`config.mk`:
```
export PLATFORM = sky130hd
export DESIGN_NAME = fpu_sequencer_flat
export DESIGN_NICKNAME = d
export VERILOG_FILES = /design/src/rtl/fpu_sequencer_pkg.sv /design/src/rtl/fpu_sequencer_if.sv /design/src/rtl/fpu_sequencer_cmd_fifo.sv /design/src/rtl/fpu_sequencer.sv /design/src/flat_wrapper.sv
export SDC_FILE = /design/constraint.sdc
export NUM_CORES = 1
export LEC_CHECK = 0
export ABC_AREA = 0
export CELL_PAD_IN_SITES_DETAIL_PLACEMENT = 1
export CELL_PAD_IN_SITES_GLOBAL_PLACEMENT = 1
export CORE_MARGIN = 3
export CORE_UTILIZATION = 40
export DETAILED_ROUTE_END_ITERATION = 7
export HOLD_SLACK_MARGIN = 0.1
export PLACE_DENSITY_LB_ADDON = 0.1
export SLEW_MARGIN = 20
export SYNTH_ARGS = -nofsm -noshare
export SYNTH_HDL_FRONTEND = slang
export SYNTH_SLANG_ARGS = --single-unit
```
`constraint.sdc`:
```
create_clock -name clk -period 4.3 [get_ports clk]
set_input_delay 1.29 -clock clk [delete_from_list [all_inputs] [get_ports clk]]
set_output_delay 1.29 -clock clk [all_outputs]
set_load 0.005 [all_outputs]
```
`src/rtl/fpu_sequencer_pkg.sv`:
```
// fpu_sequencer_pkg: opcodes, response flag bit positions and FSM states for the fpu sequencer
package fpu_sequencer_pkg;
    localparam logic [2:0] OP_ADD  = 3'd0;
    localparam logic [2:0] OP_MUL  = 3'd1;
    localparam logic [2:0] OP_DIV  = 3'd2;
    localparam logic [2:0] OP_SQRT = 3'd3;
    localparam logic [2:0] OP_CMP  = 3'd4;
    localparam int F_OV      = 0;
    localparam int F_UN      = 1;
    localparam int F_INV     = 2;
    localparam int F_INEXACT = 3;
    localparam int F_DIVZ    = 4;
    localparam int F_LESS    = 5;
    localparam int F_EQ      = 6;
    localparam int F_GREAT   = 7;
    localparam int F_TIMEOUT = 8;
    localparam int F_ILLEGAL = 9;
    typedef enum logic [2:0] {S_IDLE, S_CLEAR, S_RUN, S_CAPTURE, S_RESP} state_t;
endpackage

```
`src/rtl/fpu_sequencer_if.sv`:
```
// fpu_sequencer_if: command and response handshake between the CPU shim and the sequencer
interface fpu_sequencer_if #(parameter int TAG_W = 4) ();
    logic             cmd_valid;
    logic             cmd_ready;
    logic [2:0]       cmd_op;
    logic [31:0]      cmd_a;
    logic [31:0]      cmd_b;
    logic [2:0]       cmd_rm;
    logic [TAG_W-1:0] cmd_tag;
    logic             rsp_valid;
    logic             rsp_ready;
    logic [31:0]      rsp_result;
    logic [9:0]       rsp_flags;
    logic [TAG_W-1:0] rsp_tag;
    modport master (output cmd_valid, cmd_op, cmd_a, cmd_b, cmd_rm, cmd_tag, rsp_ready,
                    input  cmd_ready, rsp_valid, rsp_result, rsp_flags, rsp_tag);
    modport slave  (input  cmd_valid, cmd_op, cmd_a, cmd_b, cmd_rm, cmd_tag, rsp_ready,
                    output cmd_ready, rsp_valid, rsp_result, rsp_flags, rsp_tag);
endinterface

```
`src/rtl/fpu_sequencer_cmd_fifo.sv`:
```
// fpu_cmd_fifo: command queue with wrap-bit pointers so full and empty are distinguishable
module fpu_cmd_fifo #(
    parameter int W     = 74,
    parameter int DEPTH = 4
) (
    input  logic         clk,
    input  logic         rstn,
    input  logic         push,
    input  logic [W-1:0] din,
    input  logic         pop,
    output logic [W-1:0] dout,
    output logic         full,
    output logic         empty
);
    localparam int AW = $clog2(DEPTH);
    logic [W-1:0] mem [DEPTH];
    logic [AW:0]  wp, rp;
    assign empty = wp == rp;
    assign full  = (wp[AW] != rp[AW]) && (wp[AW-1:0] == rp[AW-1:0]);
    assign dout  = mem[rp[AW-1:0]];
    // advance pointers; a push while full is dropped, the caller gates it with ready
    always_ff @(posedge clk or negedge rstn) begin
        if (!rstn) begin
            wp <= '0;
            rp <= '0;
        end else begin
            if (push && !full) wp <= wp + 1'b1;
            if (pop && !empty) rp <= rp + 1'b1;
        end
    end
    // storage needs no reset: entries are only read once written
    always_ff @(posedge clk) begin
        if (push && !full) mem[wp[AW-1:0]] <= din;
    end
endmodule

```
`src/rtl/fpu_sequencer.sv`:
```
// fpu_sequencer: queues fpu commands and runs them one at a time, returning tagged responses
module fpu_sequencer
    import fpu_sequencer_pkg::*;
#(
    parameter int FIFO_DEPTH = 4,
    parameter int TAG_W      = 4,
    parameter int TIMEOUT    = 64,
    parameter int MIN_LAT    = 1
) (
    input  logic        clk,
    input  logic        rstn,
    fpu_sequencer_if.slave bus,
    output logic [31:0] fpu_in1,
    output logic [31:0] fpu_in2,
    output logic [2:0]  fpu_opcode,
    output logic [2:0]  fpu_round,
    output logic        fpu_act,
    output logic        fpu_rstp,
    input  logic [31:0] fpu_out,
    input  logic        fpu_ov,
    input  logic        fpu_un,
    input  logic        fpu_inv,
    input  logic        fpu_inexact,
    input  logic        fpu_div_zero,
    input  logic        fpu_less,
    input  logic        fpu_eq,
    input  logic        fpu_great,
    input  logic        fpu_done,
    output logic        busy
);
    localparam int W  = 3 + 32 + 32 + 3 + TAG_W;
    localparam int CW = $clog2(TIMEOUT);
    state_t           state, next;
    logic [CW-1:0]    cnt;
    logic             up, full, empty, pop, done_ok, tmo, hold;
    logic [W-1:0]     head;
    logic [2:0]       op, rm;
    logic [31:0]      a, b, res;
    logic [TAG_W-1:0] tag;
    logic [9:0]       flags;

    fpu_cmd_fifo #(.W(W), .DEPTH(FIFO_DEPTH)) u_fifo (
        .clk   (clk),
        .rstn  (rstn),
        .push  (bus.cmd_valid && bus.cmd_ready),
        .din   ({bus.cmd_op, bus.cmd_a, bus.cmd_b, bus.cmd_rm, bus.cmd_tag}),
        .pop   (pop),
        .dout  (head),
        .full  (full),
        .empty (empty)
    );

    assign bus.cmd_ready  = up && !full;
    assign bus.rsp_valid  = state == S_RESP;
    assign bus.rsp_result = res;
    assign bus.rsp_flags  = flags;
    assign bus.rsp_tag    = tag;
    assign done_ok        = fpu_done && cnt >= CW'(MIN_LAT);
    assign tmo            = cnt == CW'(TIMEOUT - 1);
    assign hold           = state inside {S_CLEAR, S_RUN, S_CAPTURE};
    assign fpu_in1        = hold ? a : '0;
    assign fpu_in2        = hold ? b : '0;
    assign fpu_opcode     = hold ? op : '0;
    assign fpu_round      = hold ? rm : '0;
    assign fpu_act        = state == S_RUN;
    assign fpu_rstp       = state == S_CLEAR;
    assign busy           = state != S_IDLE || !empty;

    // next state and FIFO pop; a done before MIN_LAT is treated as stale and ignored
    always_comb begin
        next = state;
        pop  = 1'b0;
        case (state)
            S_IDLE: if (!empty) begin
                pop  = 1'b1;
                next = head[W-1 -: 3] <= OP_CMP ? S_CLEAR : S_RESP;
            end
            S_CLEAR:   next = S_RUN;
            S_RUN:     next = done_ok ? S_CAPTURE : tmo ? S_RESP : S_RUN;
            S_CAPTURE: next = S_RESP;
            S_RESP:    next = bus.rsp_ready ? S_IDLE : S_RESP;
            default:   next = S_IDLE;
        endcase
    end

    // state register; cmd_ready is held off until the first edge after reset release
    always_ff @(posedge clk or negedge rstn) begin
        if (!rstn) begin
            state <= S_IDLE;
            up    <= 1'b0;
        end else begin
            state <= next;
            up    <= 1'b1;
        end
    end

    // RUN cycle counter, zero on entry to RUN
    always_ff @(posedge clk or negedge rstn) begin
        if (!rstn) cnt <= '0;
        else       cnt <= state == S_RUN ? cnt + 1'b1 : '0;
    end

    // popped command held for the whole operation and for the response tag
    always_ff @(posedge clk or negedge rstn) begin
        if (!rstn) {op, a, b, rm, tag} <= '0;
        else if (pop) {op, a, b, rm, tag} <= head;
    end

    // response payload: illegal and timeout carry a zero result, compare keeps only relation flags
    always_ff @(posedge clk or negedge rstn) begin
        if (!rstn) begin
            res   <= '0;
            flags <= '0;
        end else if (state == S_IDLE && next == S_RESP) begin
            res   <= '0;
            flags <= 10'(1) << F_ILLEGAL;
        end else if (state == S_RUN && next == S_RESP) begin
            res   <= '0;
            flags <= 10'(1) << F_TIMEOUT;
        end else if (state == S_CAPTURE) begin
            res   <= op == OP_CMP ? '0 : fpu_out;
            flags <= op == OP_CMP ? {2'b00, fpu_great, fpu_eq, fpu_less, 2'b00, fpu_inv, 2'b00}
                                  : {5'b00000, fpu_div_zero, fpu_inexact, fpu_inv, fpu_un, fpu_ov};
        end
    end
endmodule
```
`src/flat_wrapper.sv`:
```
// flat-port wrapper written by rule: the top's interface ports become plain ports
module fpu_sequencer_flat import fpu_sequencer_pkg::*;
#(
    parameter int FIFO_DEPTH = 4,
    parameter int TAG_W      = 4,
    parameter int TIMEOUT    = 64,
    parameter int MIN_LAT    = 1
)
  (clk, rstn, fpu_in1, fpu_in2, fpu_opcode, fpu_round, fpu_act, fpu_rstp, fpu_out, fpu_ov, fpu_un, fpu_inv, fpu_inexact, fpu_div_zero, fpu_less, fpu_eq, fpu_great, fpu_done, busy, bus_cmd_valid, bus_cmd_op, bus_cmd_a, bus_cmd_b, bus_cmd_rm, bus_cmd_tag, bus_rsp_ready, bus_cmd_ready, bus_rsp_valid, bus_rsp_result, bus_rsp_flags, bus_rsp_tag);
  fpu_sequencer_if #(.TAG_W(TAG_W)) bus_i ();
  input  logic clk;
  input  logic rstn;
  output logic [31:0] fpu_in1;
  output logic [31:0] fpu_in2;
  output logic [2:0] fpu_opcode;
  output logic [2:0] fpu_round;
  output logic fpu_act;
  output logic fpu_rstp;
  input  logic [31:0] fpu_out;
  input  logic fpu_ov;
  input  logic fpu_un;
  input  logic fpu_inv;
  input  logic fpu_inexact;
  input  logic fpu_div_zero;
  input  logic fpu_less;
  input  logic fpu_eq;
  input  logic fpu_great;
  input  logic fpu_done;
  output logic busy;
  input wire logic [$bits(bus_i.cmd_valid)-1:0] bus_cmd_valid;
  input wire logic [$bits(bus_i.cmd_op)-1:0] bus_cmd_op;
  input wire logic [$bits(bus_i.cmd_a)-1:0] bus_cmd_a;
  input wire logic [$bits(bus_i.cmd_b)-1:0] bus_cmd_b;
  input wire logic [$bits(bus_i.cmd_rm)-1:0] bus_cmd_rm;
  input wire logic [$bits(bus_i.cmd_tag)-1:0] bus_cmd_tag;
  input wire logic [$bits(bus_i.rsp_ready)-1:0] bus_rsp_ready;
  output wire logic [$bits(bus_i.cmd_ready)-1:0] bus_cmd_ready;
  output wire logic [$bits(bus_i.rsp_valid)-1:0] bus_rsp_valid;
  output wire logic [$bits(bus_i.rsp_result)-1:0] bus_rsp_result;
  output wire logic [$bits(bus_i.rsp_flags)-1:0] bus_rsp_flags;
  output wire logic [$bits(bus_i.rsp_tag)-1:0] bus_rsp_tag;
  assign bus_i.cmd_valid = bus_cmd_valid;
  assign bus_i.cmd_op = bus_cmd_op;
  assign bus_i.cmd_a = bus_cmd_a;
  assign bus_i.cmd_b = bus_cmd_b;
  assign bus_i.cmd_rm = bus_cmd_rm;
  assign bus_i.cmd_tag = bus_cmd_tag;
  assign bus_i.rsp_ready = bus_rsp_ready;
  assign bus_cmd_ready = bus_i.cmd_ready;
  assign bus_rsp_valid = bus_i.rsp_valid;
  assign bus_rsp_result = bus_i.rsp_result;
  assign bus_rsp_flags = bus_i.rsp_flags;
  assign bus_rsp_tag = bus_i.rsp_tag;
  fpu_sequencer #(.FIFO_DEPTH(FIFO_DEPTH), .TAG_W(TAG_W), .TIMEOUT(TIMEOUT), .MIN_LAT(MIN_LAT)) u_core (.clk(clk), .rstn(rstn), .bus(bus_i), .fpu_in1(fpu_in1), .fpu_in2(fpu_in2), .fpu_opcode(fpu_opcode), .fpu_round(fpu_round), .fpu_act(fpu_act), .fpu_rstp(fpu_rstp), .fpu_out(fpu_out), .fpu_ov(fpu_ov), .fpu_un(fpu_un), .fpu_inv(fpu_inv), .fpu_inexact(fpu_inexact), .fpu_div_zero(fpu_div_zero), .fpu_less(fpu_less), .fpu_eq(fpu_eq), .fpu_great(fpu_great), .fpu_done(fpu_done), .busy(busy));
endmodule
```
==> impl_metrics.yaml <==
sta:
  fin_crit_sh_pct: 86.7
  hold_viol_final: 0
  rsz0062_at_grt: "false"
  tns_ns: 0
  fmax_mhz: 268
  setup_viol: 0
  tightest_slew_ns: 0.907
  slew_headroom_pct: 39.5
  skew_ns: 0.0110
  slew_viol_final: 0
  fin_crit_ns: 3.73
logic_synthesis:
  netlist_instances: 847
  yosysTopAreaCell: "edfxtp_1"
  synth_top_family_by_area: "multiplexers"
  yosysSeqAreaShare_pct: 74.5
  synth_compound_area_share_pct: 2.29
  synth_seq_cells: 428
  synth_most_common_cell: "edfxtp_1"
  avgSynthCellArea_um2: 19.3
  synthAdderAreaFrac_pct: 0.612
  yosysWarnings: 0
  synth_cell_types: 34
  synth_common_cells: "edfxtp_1 (296), dfrtp_1 (132), mux2_2 (76), mux4_2 (74), and2_1 (72)"
  synthSimpleGateAreaFrac_pct: 4.98
  synth_top_area_share_pct: 54.3
  syn-num-nets: 974
  synth_xor_xnor_area_share_pct: 0.642
  synthTopCellsByArea: "edfxtp_1 (54%), dfrtp_1 (20%), mux4_2 (10%), mux2_2 (5.2%), and2_1 (2.8%)"
  async_flop_share_pct: 30.8
  synthFlopType: "edfxtp_1"
  synth_edf_count: 296
  synthMuxAreaShare_pct: 15.4
  synth_area_mm2: 0.0164
worst_setup_path:
  cpPeakStageDelay_ns: 0.62
  reg2reg_to: "u_core.a[15]$_DFFE_PN0P_"
  cp_slowest_cell: "or4b_2"
  critical_path.cell_chain: "nor3_1, or4b_2, clkdlybuf4s50_1"
  crit_path_end_kind: "output port"
  crit_path_max_fanout: 6
  arrival_ns: 2.44
  crit_family: "simple AND/OR/NAND/NOR gates"
  reg2regPathDepth: 4
  start_kind: "register"
  path_buf_inv: 1
  r2r-start: "u_core.u_fifo.rp[0]$_DFFE_PN0P_"
  critPathKind: "reg -> out"
  cp.required_ns: 3.01
  r2r_slack_ns: 1.42
floorplanning:
  num_io_pins: 240
  start_util_pct: 40.8
  die_w_um: 208
  die_h_um: 208
  fp.coreArea_mm2: 0.0401
  dieArea_mm2: 0.0434
  rows: 73
layout:
  final_cell_area_mm2: 0.0209
  n_antenna_cell: 0
  seqCellArea_mm2: 0.0122
  nFillCells: 3711
  drive_above_1_share_pct: 21.7
  multi_input_area_mm2: 0.00395
  final_nets: 1236
  area_growth_pct: 27.5
worst_hold_path:
  worstHoldStart: "u_core.bus.rsp_flags[9]$_DFFE_PN0P_"
  hold_path_class: "reg -> reg"
  min_to: "u_core.bus.rsp_flags[9]$_DFFE_PN0P_"
  hold_depth: 2
clock_tree:
  cts_max_level: 2
  ctsHoldBuffers: 0
  numCtsBuffers: 47
  path_clk_slew_ns: 0.06
  tritoncts: "yes"
  worstSkewPairLatency_ns: 0.57
  clock_path_buffers: 3
  cts_root_buf: "clkbuf_16"
  cts_num_sinks: 428
  cts_resized: 0
  cts_setup_buffers: 0
global_routing:
  grt_pass1_vias: 9489
  antenna_found_initial: 2
  grt_max_degree: 75
  grt_first_pass_wirelength_um: 57300
  overflow: 0
  track_usage_pct: 17.1
route:
  antenna_left: 0
  drtIter0Drc: 310
  wl_per_cell_um: 22.1
  via_count: 8447
  wl_um: 36900
  detail_route.first_pass.iterations: 5
  post-route-drc-count: 0
  via_per_inst: 5.05
run_status:
  outcome: "finished clean"
placement:
  port_buffers: 239
  dp_hpwl_um: 22000
  gp_congestion: 0.710
  place_area_mm2: 0.0194
flow_run:
  maxCapViolations: 0
power:
  leakage_nw: 7.39
  vdd_drop_max_v: 0.000438
  power.density_mw_per_mm2: 696
-- worst max path at each step --
stage                                    from                                 to  slack, ns  cells past startpoint
floorplan                       bus_cmd_valid  u_core.u_fifo.mem[3][0]$_DFFE_PP_       0.77                      1
global placement    u_core.state[0]$_DFF_PN0_                               busy       1.13                      3
detailed placement              bus_cmd_valid  u_core.u_fifo.mem[3][3]$_DFFE_PP_       1.12                      3
CTS                 u_core.state[2]$_DFF_PN0_                               busy       0.53                      3
global route        u_core.state[0]$_DFF_PN0_                               busy       0.43                      3
finish              u_core.state[0]$_DFF_PN0_                               busy       0.57                      3
-- metrics by stage --
step	util, %	setup slack [ns]	cells	hold WS, ns	power, mW
after floorplan	-	0.769	847	0.471	8.88
after global placement	48.5	1.13	1585	0.466	11.0
after detailed placement	48.5	1.12	1585	0.474	11.1
after CTS	52.0	0.527	1672	0.488	14.8
after global routing	52.0	0.431	1672	0.503	15.4
final	52.0	0.571	1672	0.480	14.5
-- placed cells by master (no fill, tap or decap), types with 2 or more instances in the layout --
master | Yosys | final
edfxtp_1 | 296 | 296
clkdlybuf4s50_1 | 0 | 238
dfrtp_1 | 132 | 130
mux2_2 | 76 | 76
mux4_2 | 74 | 74
and2_1 | 72 | 72
clkbuf_16 | 0 | 48
a22oi_1 | 39 | 39
nor2_1 | 37 | 35
clkbuf_1 | 21 | 18
buf_4 | 0 | 15
nor3_1 | 14 | 14
clkinv_2 | 0 | 9
ha_1 | 8 | 8
xor2_1 | 7 | 7
inv_1 | 5 | 5
xnor2_1 | 5 | 5
clkbuf_8 | 0 | 5
buf_12 | 0 | 5
nand3_1 | 4 | 4
and3_4 | 0 | 4
nand2_1 | 4 | 4
clkinv_1 | 0 | 4
nand3b_1 | 3 | 3
a32o_1 | 2 | 2
o21ai_0 | 2 | 2
nand2b_1 | 2 | 2
o31a_1 | 3 | 2
dfrtp_4 | 0 | 2
-- report_power, final --
| part | total [mW] | switching (mW) | internal, mW |
|---|---|---|---|
| Clock | 3.71 | 1.57 | 2.15 |
| Combinational | 4.95 | 2.15 | 2.81 |
| Sequential | 5.86 | 0.445 | 5.41 |
| Total | 14.5 | 4.16 | 10.4 |
-- state kept, by name (all words and copies together), names as in the netlist --
name and flops:
u_core.u_fifo.mem 296, u_core.a 32, u_core.b 32, u_core.bus.rsp_result 32, u_core.bus.rsp_flags 10, u_core.cnt 6, u_core.bus.rsp_tag 4, u_core.op 3
u_core.rm 3, u_core.state 3, u_core.u_fifo.rp 3, u_core.u_fifo.wp 3, u_core.up 1
-- worst reg2reg max path: stages, from the launching register on --
cell and delay (ns):
dfrtp_4 0.41, buf_4 0.71, buf_4 0.75, mux4_2 0.61, mux2_2 0.28
-- area by class of cell --
cell class | count | share of cell area, %
multi-input cells | 368 | 18.9
clock inverters | 16 | 0.450
inverters | 5 | 0.0900
well taps | 525 | 3.15
flip-flops and latches | 428 | 58.5
repair buffers | 259 | 12.5
clock buffers | 71 | 6.41
-- routing by layer --
metal | GRT usage [%] | wire length, um
met5 | 0 | 31
met4 | 4.74 | 682
met3 | 4.06 | 1820
met2 | 28.7 | 18300
met1 | 22.6 | 16000
-- kinds of logic (layout without fill, tap and decap cells) --
family | after synthesis | in the layout
xor gates and xnor gates | 12 | 12
and+or+nand+nor | 148 | 148
AOI/OAI and AO/OA | 49 | 49
DFF | 428 | 428
muxes | 150 | 150
buffers and inverters | 51 | 351
other | 1 | 1
adders and majority gates | 8 | 8
Note: power is estimated with default switching activity, not from simulation.
